--- config.mk ---
export PLATFORM = sky130hd
export DESIGN_NAME = ysyx_25020037_lsu_axi
export DESIGN_NICKNAME = d
export VERILOG_FILES = /design/src/rtl/ysyx_25020037_lsu_axi.sv
export SDC_FILE = /design/constraint.sdc
export NUM_CORES = 1
export LEC_CHECK = 0
export CAP_MARGIN = 20
export CORE_AREA = 4 4 126 128
export CTS_CLUSTER_SIZE = 8
export DETAILED_ROUTE_END_ITERATION = 10
export DIE_AREA = 0 0 130 132
export PLACE_DENSITY = 0.78
export SYNTH_ARGS = -nofsm -noshare
export SYNTH_HDL_FRONTEND = slang
export SYNTH_SLANG_ARGS = --single-unit
--- constraint.sdc ---
create_clock -name clk -period 2.3 [get_ports clk]
set_clock_uncertainty 0.1 [all_clocks]
set_input_delay 0.575 -clock clk [delete_from_list [all_inputs] [get_ports clk]]
set_output_delay 0.575 -clock clk [all_outputs]
set_load 0.02 [all_outputs]
--- src/rtl/ysyx_25020037_lsu_axi.sv ---
// ============================================================================
// Module  : ysyx_25020037_lsu_axi
// Brief   : Load/store unit with sized, lane-aligned accesses over an
//           AXI4-Lite master port; one outstanding transaction.
//           Optional macro LSU_TIMEOUT_EN adds a 16-bit slave-hang abort.
// Revision: 1.0 - initial release
// ============================================================================
`timescale 1ns/1ps
`default_nettype none

module ysyx_25020037_lsu_axi #(
    parameter int  ADDR_W = 32,
    parameter int  DATA_W = 32,
    localparam int STRB_W = DATA_W / 8
) (
    input  logic              clk,
    input  logic              rst_n,
    // EXU request
    input  logic              in_valid,
    output logic              in_ready,
    input  logic              req_load,
    input  logic              req_store,
    input  logic [1:0]        req_size,
    input  logic              req_unsigned,
    input  logic [ADDR_W-1:0] req_addr,
    input  logic [DATA_W-1:0] req_wdata,
    // WBU result
    output logic              out_valid,
    input  logic              out_ready,
    output logic [DATA_W-1:0] out_data,
    output logic              out_err,
    output logic [1:0]        out_err_code,
    // AXI read address / data
    output logic [ADDR_W-1:0] araddr,
    output logic              arvalid,
    input  logic              arready,
    input  logic [DATA_W-1:0] rdata,
    input  logic [1:0]        rresp,
    input  logic              rvalid,
    output logic              rready,
    // AXI write address / data / response
    output logic [ADDR_W-1:0] awaddr,
    output logic              awvalid,
    input  logic              awready,
    output logic [DATA_W-1:0] wdata,
    output logic [STRB_W-1:0] wstrb,
    output logic              wvalid,
    input  logic              wready,
    input  logic [1:0]        bresp,
    input  logic              bvalid,
    output logic              bready
);

    localparam int OFF_W = $clog2(STRB_W);

    localparam logic [1:0] c_ERR_NONE  = 2'd0;
    localparam logic [1:0] c_ERR_ALIGN = 2'd1;
    localparam logic [1:0] c_ERR_BUS   = 2'd2;
    localparam logic [1:0] c_ERR_TMO   = 2'd3;

    typedef enum logic [2:0] {
        S_IDLE = 3'd0,
        S_AR   = 3'd1,
        S_R    = 3'd2,
        S_AW_W = 3'd3,
        S_B    = 3'd4,
        S_DONE = 3'd5
    } state_t;

    state_t r_state;
    state_t w_state_nxt;

    logic [ADDR_W-1:0] r_addr;
    logic [1:0]        r_size;
    logic              r_unsigned;
    logic [DATA_W-1:0] r_wdata;
    logic [STRB_W-1:0] r_wstrb;
    logic [DATA_W-1:0] r_out_data;
    logic              r_err;
    logic [1:0]        r_err_code;
    logic              r_aw_done;
    logic              r_w_done;

    // ------------------------------------------------------------------
    // Request decode
    // ------------------------------------------------------------------
    logic              w_accept;
    logic              w_req_mem;
    logic              w_misaligned;
    logic [OFF_W-1:0]  w_req_off;
    logic [7:0]        w_req_mask;
    logic [STRB_W-1:0] w_req_wstrb;
    logic [DATA_W-1:0] w_req_wdata;

    assign w_accept  = in_valid & in_ready;
    assign w_req_mem = req_load | req_store;
    assign w_req_off = req_addr[OFF_W-1:0];

    // A dword request on a 32-bit bus has no legal lane, so it traps like a misalignment
    always_comb begin
        w_misaligned = 1'b0;
        w_req_mask   = 8'h01;
        case (req_size)
            2'd0: begin
                w_misaligned = 1'b0;
                w_req_mask   = 8'h01;
            end
            2'd1: begin
                w_misaligned = req_addr[0];
                w_req_mask   = 8'h03;
            end
            2'd2: begin
                w_misaligned = |req_addr[1:0];
                w_req_mask   = 8'h0F;
            end
            default: begin
                w_misaligned = (DATA_W == 64) ? (|req_addr[2:0]) : 1'b1;
                w_req_mask   = 8'hFF;
            end
        endcase
    end

    assign w_req_wstrb = STRB_W'(w_req_mask) << w_req_off;
    assign w_req_wdata = req_wdata << {w_req_off, 3'b000};

    // ------------------------------------------------------------------
    // Handshakes
    // ------------------------------------------------------------------
    logic w_ar_hs, w_r_hs, w_aw_hs, w_w_hs, w_b_hs;
    logic w_aw_fin, w_w_fin;
    logic w_busy;
    logic w_tmo_hit;

    assign w_ar_hs  = arvalid & arready;
    assign w_r_hs   = rvalid & rready;
    assign w_aw_hs  = awvalid & awready;
    assign w_w_hs   = wvalid & wready;
    assign w_b_hs   = bvalid & bready;
    assign w_aw_fin = r_aw_done | w_aw_hs;
    assign w_w_fin  = r_w_done | w_w_hs;
    assign w_busy   = (r_state == S_AR) || (r_state == S_R) ||
                      (r_state == S_AW_W) || (r_state == S_B);

`ifdef LSU_TIMEOUT_EN
    logic [15:0] r_tmo;

    // Restarts on every state change so each bus phase gets its own budget
    always_ff @(posedge clk or negedge rst_n) begin
        if (!rst_n) begin
            r_tmo <= 16'd0;
        end else if (!w_busy || (w_state_nxt != r_state)) begin
            r_tmo <= 16'd0;
        end else begin
            r_tmo <= r_tmo + 16'd1;
        end
    end

    assign w_tmo_hit = w_busy && (r_tmo == 16'hFFFF);
`else
    assign w_tmo_hit = 1'b0;
`endif

    // ------------------------------------------------------------------
    // Load lane extraction and extension
    // ------------------------------------------------------------------
    logic [DATA_W-1:0] w_rshift;
    logic [DATA_W-1:0] w_load_data;

    assign w_rshift = rdata >> {r_addr[OFF_W-1:0], 3'b000};

    always_comb begin
        w_load_data = w_rshift;
        case (r_size)
            2'd0: begin
                if (r_unsigned) w_load_data = DATA_W'(w_rshift[7:0]);
                else            w_load_data = DATA_W'($signed(w_rshift[7:0]));
            end
            2'd1: begin
                if (r_unsigned) w_load_data = DATA_W'(w_rshift[15:0]);
                else            w_load_data = DATA_W'($signed(w_rshift[15:0]));
            end
            2'd2: begin
                if (r_unsigned) w_load_data = DATA_W'(w_rshift[31:0]);
                else            w_load_data = DATA_W'($signed(w_rshift[31:0]));
            end
            default: w_load_data = w_rshift;
        endcase
    end

    // ------------------------------------------------------------------
    // FSM
    // ------------------------------------------------------------------
    always_ff @(posedge clk or negedge rst_n) begin
        if (!rst_n) begin
            r_state <= S_IDLE;
        end else begin
            r_state <= w_state_nxt;
        end
    end

    always_comb begin
        w_state_nxt = r_state;
        case (r_state)
            S_IDLE: begin
                if (w_accept) begin
                    if (!w_req_mem || w_misaligned) w_state_nxt = S_DONE;
                    else if (req_load)              w_state_nxt = S_AR;
                    else                            w_state_nxt = S_AW_W;
                end
            end
            S_AR:   if (w_ar_hs)              w_state_nxt = S_R;
            S_R:    if (w_r_hs)               w_state_nxt = S_DONE;
            S_AW_W: if (w_aw_fin && w_w_fin)  w_state_nxt = S_B;
            S_B:    if (w_b_hs)               w_state_nxt = S_DONE;
            S_DONE: if (out_ready)            w_state_nxt = S_IDLE;
            default:                          w_state_nxt = S_IDLE;
        endcase
        if (w_tmo_hit) begin
            w_state_nxt = S_DONE;
        end
    end

    // ------------------------------------------------------------------
    // Request capture and result registers
    // ------------------------------------------------------------------
    always_ff @(posedge clk or negedge rst_n) begin
        if (!rst_n) begin
            r_addr     <= '0;
            r_size     <= 2'd0;
            r_unsigned <= 1'b0;
            r_wdata    <= '0;
            r_wstrb    <= '0;
            r_out_data <= '0;
            r_err      <= 1'b0;
            r_err_code <= c_ERR_NONE;
            r_aw_done  <= 1'b0;
            r_w_done   <= 1'b0;
        end else if (w_accept) begin
            r_addr     <= req_addr;
            r_size     <= req_size;
            r_unsigned <= req_unsigned;
            r_wdata    <= w_req_wdata;
            r_wstrb    <= w_req_wstrb;
            r_out_data <= w_req_mem ? '0 : DATA_W'(req_addr);
            r_err      <= w_req_mem & w_misaligned;
            r_err_code <= (w_req_mem & w_misaligned) ? c_ERR_ALIGN : c_ERR_NONE;
            r_aw_done  <= 1'b0;
            r_w_done   <= 1'b0;
        end else if (w_tmo_hit) begin
            r_out_data <= '0;
            r_err      <= 1'b1;
            r_err_code <= c_ERR_TMO;
        end else begin
            if (w_aw_hs) r_aw_done <= 1'b1;
            if (w_w_hs)  r_w_done  <= 1'b1;
            if (w_r_hs) begin
                if (rresp != 2'b00) begin
                    r_out_data <= '0;
                    r_err      <= 1'b1;
                    r_err_code <= c_ERR_BUS;
                end else begin
                    r_out_data <= w_load_data;
                end
            end
            if (w_b_hs && (bresp != 2'b00)) begin
                r_err      <= 1'b1;
                r_err_code <= c_ERR_BUS;
            end
        end
    end

    // ------------------------------------------------------------------
    // Outputs
    // ------------------------------------------------------------------
    assign in_ready     = (r_state == S_IDLE);
    assign out_valid    = (r_state == S_DONE);
    assign out_data     = r_out_data;
    assign out_err      = r_err;
    assign out_err_code = r_err_code;

    assign araddr  = {r_addr[ADDR_W-1:OFF_W], {OFF_W{1'b0}}};
    assign awaddr  = {r_addr[ADDR_W-1:OFF_W], {OFF_W{1'b0}}};
    assign arvalid = (r_state == S_AR);
    assign rready  = (r_state == S_R);
    assign awvalid = (r_state == S_AW_W) && !r_aw_done;
    assign wvalid  = (r_state == S_AW_W) && !r_w_done;
    assign bready  = (r_state == S_B);
    assign wdata   = r_wdata;
    assign wstrb   = r_wstrb;

endmodule

`default_nettype wire
### Word-level counts from Yosys, hierarchy flattened

Index checks and enable logic that the tools add are counted.

* equality and inequality tests: 14
* shift-type cells: 3
* muxes and demuxes: 31
* bitwise operators: 10
* reductions and logical operators: 21

Operators by type and width (number)
* 32-bit two-way mux: 6
* 32-bit one-hot mux with 2 select lines: 1
* 32-bit by 5-bit left shift with 32-bit output: 1
* 32-bit by 5-bit >> shifter with 32-bit output: 1
* 3-bit two-way mux: 7
* 3-bit one-hot mux with 6 select lines: 1
* 2-bit by 1-bit inequality test with 1-bit output, second input constant: 6
* 4-bit one-hot mux with 3 select lines: 1
* 2-bit two-way mux: 5
* 2-bit nonzero test: 5
* 1-bit two-way mux: 9
* 1-bit bitwise AND: 7
* 3-bit by 2-bit equality test with 1-bit output, second input constant: 2
* 3-bit equality test, second input constant: 2
* 6-bit AND reduction: 1
* 3-bit nonzero test: 2
* 2-bit by 1-bit equality test with 1-bit output, second input constant: 2
* 1-bit logical AND: 4
* 2-bit logical NOT: 2
* 4-bit by 2-bit left shift with 4-bit output: 1
* 3-bit by 1-bit equality test with 1-bit output, second input constant: 1
* 1-bit logical NOT: 3
* 3-bit logical NOT: 1
* 1-bit OR: 3
* 5 further kinds: 5

* register bits: 111
* bits of input ports: 114
* output and inout port bits: 142
* logic and storage cells: 90

### Logic depth before layout (Yosys ltp)

Gate-level depths: netlist (run 1).

* depth after elaboration: 7
* mapped depth: 7
* gate-level depth less buffers: 4

### Least setup slack after synthesis (run 1)

OpenSTA, ideal clock, no wires.

* path kind: reg2reg
* start: register r_state[1]
* end: register r_state[0]
* library setup time: 125 ps
* arrival time: 1917 ps
* required time: 2075 ps
* path slack: 158 ps
* stages on the path, launching flop included: 6
* clock period less this slack: 2142 ps
* path through: dfrtp_1 -> buf_2 -> nor3b_1 -> a22oi_1 -> o211ai_1 -> mux2_2

RTL lines
* from (decl): RTL line 70 `state_t r_state;`
* from (signal assigned): RTL line 197 `r_state <= w_state_nxt;`
* 3-bit by 2-bit equality test with 1-bit output (*): RTL line 284 `assign rready = (r_state == S_R);`
* named net rready: RTL line 40 `output logic rready,`
* 1-bit bitwise AND: RTL line 135 `assign w_r_hs = rvalid & rready;`
* 2-bit by 1-bit inequality test with 1-bit output (no line)
* 6-bit AND reduction (no line)

Mark *: on every way through the listed nets, which the timed path passes. The rest lies on a longest branch.
A chain may end at the register's enable or synchronous reset.

### Final worst setup path (run 1)

* start: register r_state[2]
* end: output in_ready

* longest elaborated chain between the ends: 1

RTL lines
* 3-bit logical NOT: RTL line 275 `assign in_ready = (r_state == S_IDLE);`
* to (decl): RTL line 20 `output logic in_ready,`

No other way between the ends.

==> flow_summary.json, run 1 <==
{
  "initial_core_util_pct": 40.8,
  "post-route-util_pct": 59.4,
  "synthCells": 667,
  "antenna_cells": 0,
  "ys_warn_count": 0,
  "min_period_over_period_pct": 95.2,
  "drive_gt1_share_pct": 9.20,
  "core_sq_um": 14900,
  "clockBufferDepth": 2,
  "synth_area_leaders": "dfrtp_1, nand2_1, buf_4",
  "arrival_ps": 1510,
  "ctsHtreeMaxLevel": 3,
  "fin_cells": 1058,
  "grt_start_max_net_pins": 48,
  "synthArstFlopShare_pct": 100,
  "slew_headroom_pct": 49.9,
  "crit_required_ps": 1620,
  "cpPeakStageDelay_ps": 470,
  "cap_violations": 0,
  "place_hpwl_um": 15400,
  "nNetsFinal": 979,
  "hold_slack_ps": 70.1,
  "drt_pass1_iterations": 6,
  "die_w_um": 130,
  "crit_path_end_kind": "primary output",
  "final_cell_mix": "clkdlybuf4s50_1, nand2_1, dfrtp_1, buf_4, mux2i_1",
  "clk_latency_ps": 350,
  "cts.sinks": 111,
  "hp-class": "in -> async",
  "vias_per_cell": 5.24,
  "n_fill_cell": 1276,
  "grtUsageMet1_pct": 26.7,
  "synthDistinctLibCells": 47,
  "final_common_cell": "clkdlybuf4s50_1",
  "worst-path-buf-inv": 2,
  "drt-initial-drc-count": 313,
  "peakVddDrop_mv": 0.676,
  "synth-seq-cells": 111,
  "drc": 0,
  "crit_chain": "buf_4 -> nor3_1 -> dlygate4sd2_1",
  "synth_edf_count": 0,
  "period_minus_slack_ps": 2190,
  "slew_viol_final": 0,
  "dieArea_sq_um": 17200,
  "fmax_ghz": 0.457,
  "synth_area_sq_um": 6070,
  "antenna_found_initial": 0,
  "dp.cells": 1042,
  "grt_pass1_vias": 5640,
  "post-synth-top-area-cell": "dfrtp_1",
  "die_y_um": 132,
  "ios": 256,
  "synth_top_area_share_pct": 45.8,
  "cts_buffers": 9,
  "leakage_uw": 0.00392,
  "top_usage_layer": "met2",
  "startpoint_type": "register",
  "gp_congestion": 0.841,
  "status": "finished clean",
  "wl_per_cell_um": 18.8,
  "total_power_uw": 11800,
  "power.density_nw_per_um2": 1340,
  "use_met2_pct": 38.5,
  "rows": 45,
  "crit_type": "reg -> out",
  "clk_pin_slew_worst_paths_ps": 70,
  "overflow": 0,
  "grt_pass1_wl_um": 30600,
  "syn2layout_area_growth_pct": 45.6,
  "synth-seq-area-share_pct": 45.8,
  "grtUsageTotal_pct": 22.8,
  "critPathSlowestCell": "dfrtp_2",
  "avgSynthCellArea_sq_um": 9.10,
  "wl_um": 19900,
  "antenna_left": 0,
  "critPathTopFamily": "buffers and inverters",
  "cts_tree": "yes",
  "rsz0062_at_grt": "false",
  "setup_viol": 0,
  "vias": 5543,
  "numPortBuffers": 251,
  "met3_usage_pct": 6.73,
  "cts-root-buf": "clkbuf_16",
  "ys.flop_type": "dfrtp_1",
  "hold_violations": 0,
  "path_max_fanout": 9,
  "tightestPinTransition_ps": 750
}
==> report_power, final <==
| group | total [uW] | leakage (uW) | switching, uW | internal (uW) |
|---|---|---|---|---|
| Combinational | 6740 | 0.00239 | 3560 | 3180 |
| Sequential | 3560 | 0.00139 | 697 | 2860 |
| Clock | 1510 | 0.000140 | 733 | 776 |
| Total | 11800 | 0.00392 | 4990 | 6820 |
==> synthesized netlist by cell type (2+ instances only) <==
cell,count
buf_2,15
nor3b_2,2
o211ai_1,10
mux2_2,9
nand3_1,10
a22o_1,8
dfrtp_1,111
inv_1,8
buf_1,8
a21oi_1,21
nor2b_1,11
o31ai_1,9
o2bb2ai_1,14
o22a_1,18
o21ai_1,3
o21ai_0,33
a32oi_1,7
clkbuf_1,20
nor2_1,19
a211o_1,8
a31oi_1,2
a22oi_1,9
nor3_1,6
nand2_1,183
buf_4,65
nor3b_1,2
o22ai_1,2
mux2i_1,35
==> sequential cells by signal (all words and copies together) (netlist names) <==
register      cells
r_state           3
r_unsigned        1
wstrb             4
r_w_done          1
r_size            2
out_data         32
wdata            32
out_err_code      2
r_addr           32
out_err           1
r_aw_done         1
==> through the flow <==
| stage | setup TNS (ps) | setup WS, ps | cell area [sq um] |
|---|---|---|---|
| after floorplan | 0 | 158 | 6080 |
| after global placement | -4790 | -126 | 8560 |
| after detailed placement | -8530 | -206 | 8560 |
| after CTS | 0 | 51.4 | 8840 |
| after global routing | 0 | 2.56 | 8830 |
| final | 0 | 110 | 8830 |
==> layer usage <==
metal	up-vias	wire length [um]
met4	0	693
met1	2618	7650
met5	-	0
met2	240	9600
met3	41	1950
li1	2644	-
==> area by class of cell <==
class	count	area (sq um)	share of cell area, %
clock inverters	5	40.0	0.453
inverters	8	30.0	0.340
flip-flops and latches	111	2780	31.5
well taps	188	235	2.66
multi-input cells	442	2610	29.5
clock buffers	11	243	2.75
repair buffers	293	2900	32.8
==> final timing paths <==
path	start	endpoint	slack, ps	cells past startpoint
worst max-delay path	r_state[2]	in_ready	110	3
worst min-delay path	rst_n	wdata[24]	70	1
worst max register to register	r_state[1]	out_data[12]	230	7
worst min register to register	wdata[5]	wdata[5]	370	2
max in group asynchronous	rst_n	r_state[1]	1400	2
min in group clk	wdata[5]	wdata[5]	370	2
==> logic make-up after synthesis <==
kind of cell / after synthesis / synth area share [%]
compound gates: 150 / 17.4
buf+inv: 117 / 11.7
flops: 111 / 45.8
mux: 45 / 7.82
other cells: 1 / 0.0618
simple gates: 243 / 17.2
==> what timing repair did <==
action | 4_1_cts | 5_1_grt
pin swaps | 0 | 0
gates resized for setup | 9 | 2
buffers inserted | 0 | 0
hold buffers | 0 | 0
setup endpoints to repair | 7 | 1
(Power assumes the default switching activity.)
==> run 2, diff against run 1 <==
- CAP_MARGIN: 20 -> not set
==> results of run 2 <==
No change in the layout: final DEF, timing and power equal those of run 1.
==> run 3, diff against run 2 <==
- CTS_BUF_LIST: not set -> sky130_fd_sc_hd__clkbuf_8
==> run 3 against run 2 <==
Compared with the run above: power shrank 3.4%; final area is 1.2% lower; clock power fell by 26%; sequential share of layout area increased by 0.39 points; via count up 0.56%; first-iteration DRC count shrank 0.32%; maximum frequency decreased by 1.1%; count of clock-buffer cells in the layout is 1 lower; critical path depth stayed put; sequential power about the same; routed wire length about the same; register-to-register slack hardly changed; critical path type unchanged; critical endpoint is now arvalid.
==> flow_summary.json, run 3 (synthesis gave the netlist of run 1 again) <==
{
  "status": "finished clean",
  "path_max_fanout": 9,
  "final_cell_mix": "clkdlybuf4s50_1, nand2_1, dfrtp_1, buf_4, mux2i_1",
  "core_sq_um": 14900,
  "cts_tree": "yes",
  "drt-initial-drc-count": 312,
  "reg2reg_setup_slack_ps": 220,
  "vias_per_cell": 5.27,
  "grt_pass1_wl_um": 30600,
  "cts_buffers": 9,
  "startpoint_type": "register",
  "vias": 5574,
  "die_w_um": 130,
  "tns_ps": 0,
  "tightestPinTransition_ps": 725,
  "min_period_over_period_pct": 96.3,
  "drive_gt1_share_pct": 9.43,
  "arrival_ps": 1540,
  "cts-root-buf": "clkbuf_8",
  "antenna_found_initial": 0,
  "setup_viol": 0,
  "wl_um": 19900,
  "nNetsFinal": 979,
  "dieArea_sq_um": 17200,
  "clk_pin_slew_worst_paths_ps": 110,
  "slew_viol_final": 0,
  "power.density_nw_per_um2": 1310,
  "cap_violations": 0,
  "hp-class": "in -> async",
  "place_hpwl_um": 15400,
  "cts_hold_buf": 0,
  "clk_latency_ps": 380,
  "fmax_ghz": 0.452,
  "cts.sinks": 111,
  "grt_start_max_net_pins": 48,
  "post-cts-setup-buffers": 0,
  "grtUsageTotal_pct": 22.8,
  "clockBufferDepth": 2,
  "antenna_left": 0,
  "grt_pass1_vias": 5617,
  "rows": 45,
  "ios": 256,
  "crit_path_end_kind": "primary output",
  "drc": 0,
  "wl_per_cell_um": 18.8,
  "initial_core_util_pct": 40.8,
  "hold_violations": 0,
  "total_power_uw": 11400,
  "rsz0062_at_grt": "false",
  "slew_headroom_pct": 51.5,
  "drt_pass1_iterations": 4,
  "final_common_cell": "clkdlybuf4s50_1",
  "crit_type": "reg -> out",
  "numPortBuffers": 251,
  "period_minus_slack_ps": 2210,
  "ctsHtreeMaxLevel": 3,
  "post_cts_resized": 10,
  "gp_congestion": 0.841,
  "overflow": 0,
  "syn2layout_area_growth_pct": 43.9,
  "die_y_um": 132,
  "peakVddDrop_mv": 0.673,
  "leakage_uw": 0.00387,
  "crit_required_ps": 1620,
  "antenna_cells": 0
}
==> run 3: critical path: stages (launching register included) <==
cell           delay (ps)
dfrtp_2               480
buf_4                 160
nor3_1                160
dlygate4sd2_1         350
==> run 3: stage by stage <==
| step | cell area, sq um | worst slack, ps | instances | hold slack, ps | utilization, % |
|---|---|---|---|---|---|
| 2_1_floorplan | 6080 | 158 | 670 | 179 | - |
| 3_3_place_gp | 8560 | -126 | 1042 | 349 | 57.6 |
| 3_5_place_dp | 8560 | -206 | 1042 | 355 | 57.6 |
| 4_1_cts | 8740 | 15.8 | 1058 | 23.0 | 58.8 |
| 5_1_grt | 8730 | 0.761 | 1058 | 47.1 | 58.7 |
| 6_report | 8730 | 85.2 | 1058 | 36.0 | 58.7 |
==> run 3: cell type report <==
type / instances / area, sq um
inverter: 8 / 30.0
sequential: 111 / 2780
multi-input combinational: 442 / 2610
clock inverter: 6 / 43.8
clock buffer: 10 / 138
tap: 188 / 235
timing repair buffer: 293 / 2900
fill: 1297 / 6130
==> run 3: final timing paths <==
| check | start | to | cells after the start |
|---|---|---|---|
| worst min-delay path | rst_n | wdata[24] | 1 |
| worst min register to register | wdata[5] | wdata[5] | 2 |
| max in group asynchronous | rst_n | r_state[2] | 2 |
| worst max register to register | r_state[1] | out_data[12] | 7 |
| min in group clk | wdata[5] | wdata[5] | 2 |
| worst max-delay path | r_state[2] | arvalid | 3 |
==> run 3: where the power goes <==
part	internal [uW]	switching [uW]
registers	2860	696
logic	3170	3560
clock network	431	692
total	6470	4940
==> run 3: per-layer routing <==
metal  GRT usage (%)  vias to the layer above  part of all wire, %  wire, um
met5               0                        -                    0         0
met4            9.18                        0                  3.4       682
met3            6.97                       42                   10      2020
met2            38.7                      251                   49      9660
met1            26.5                     2645                   38      7520
li1                -                     2636                    -         -
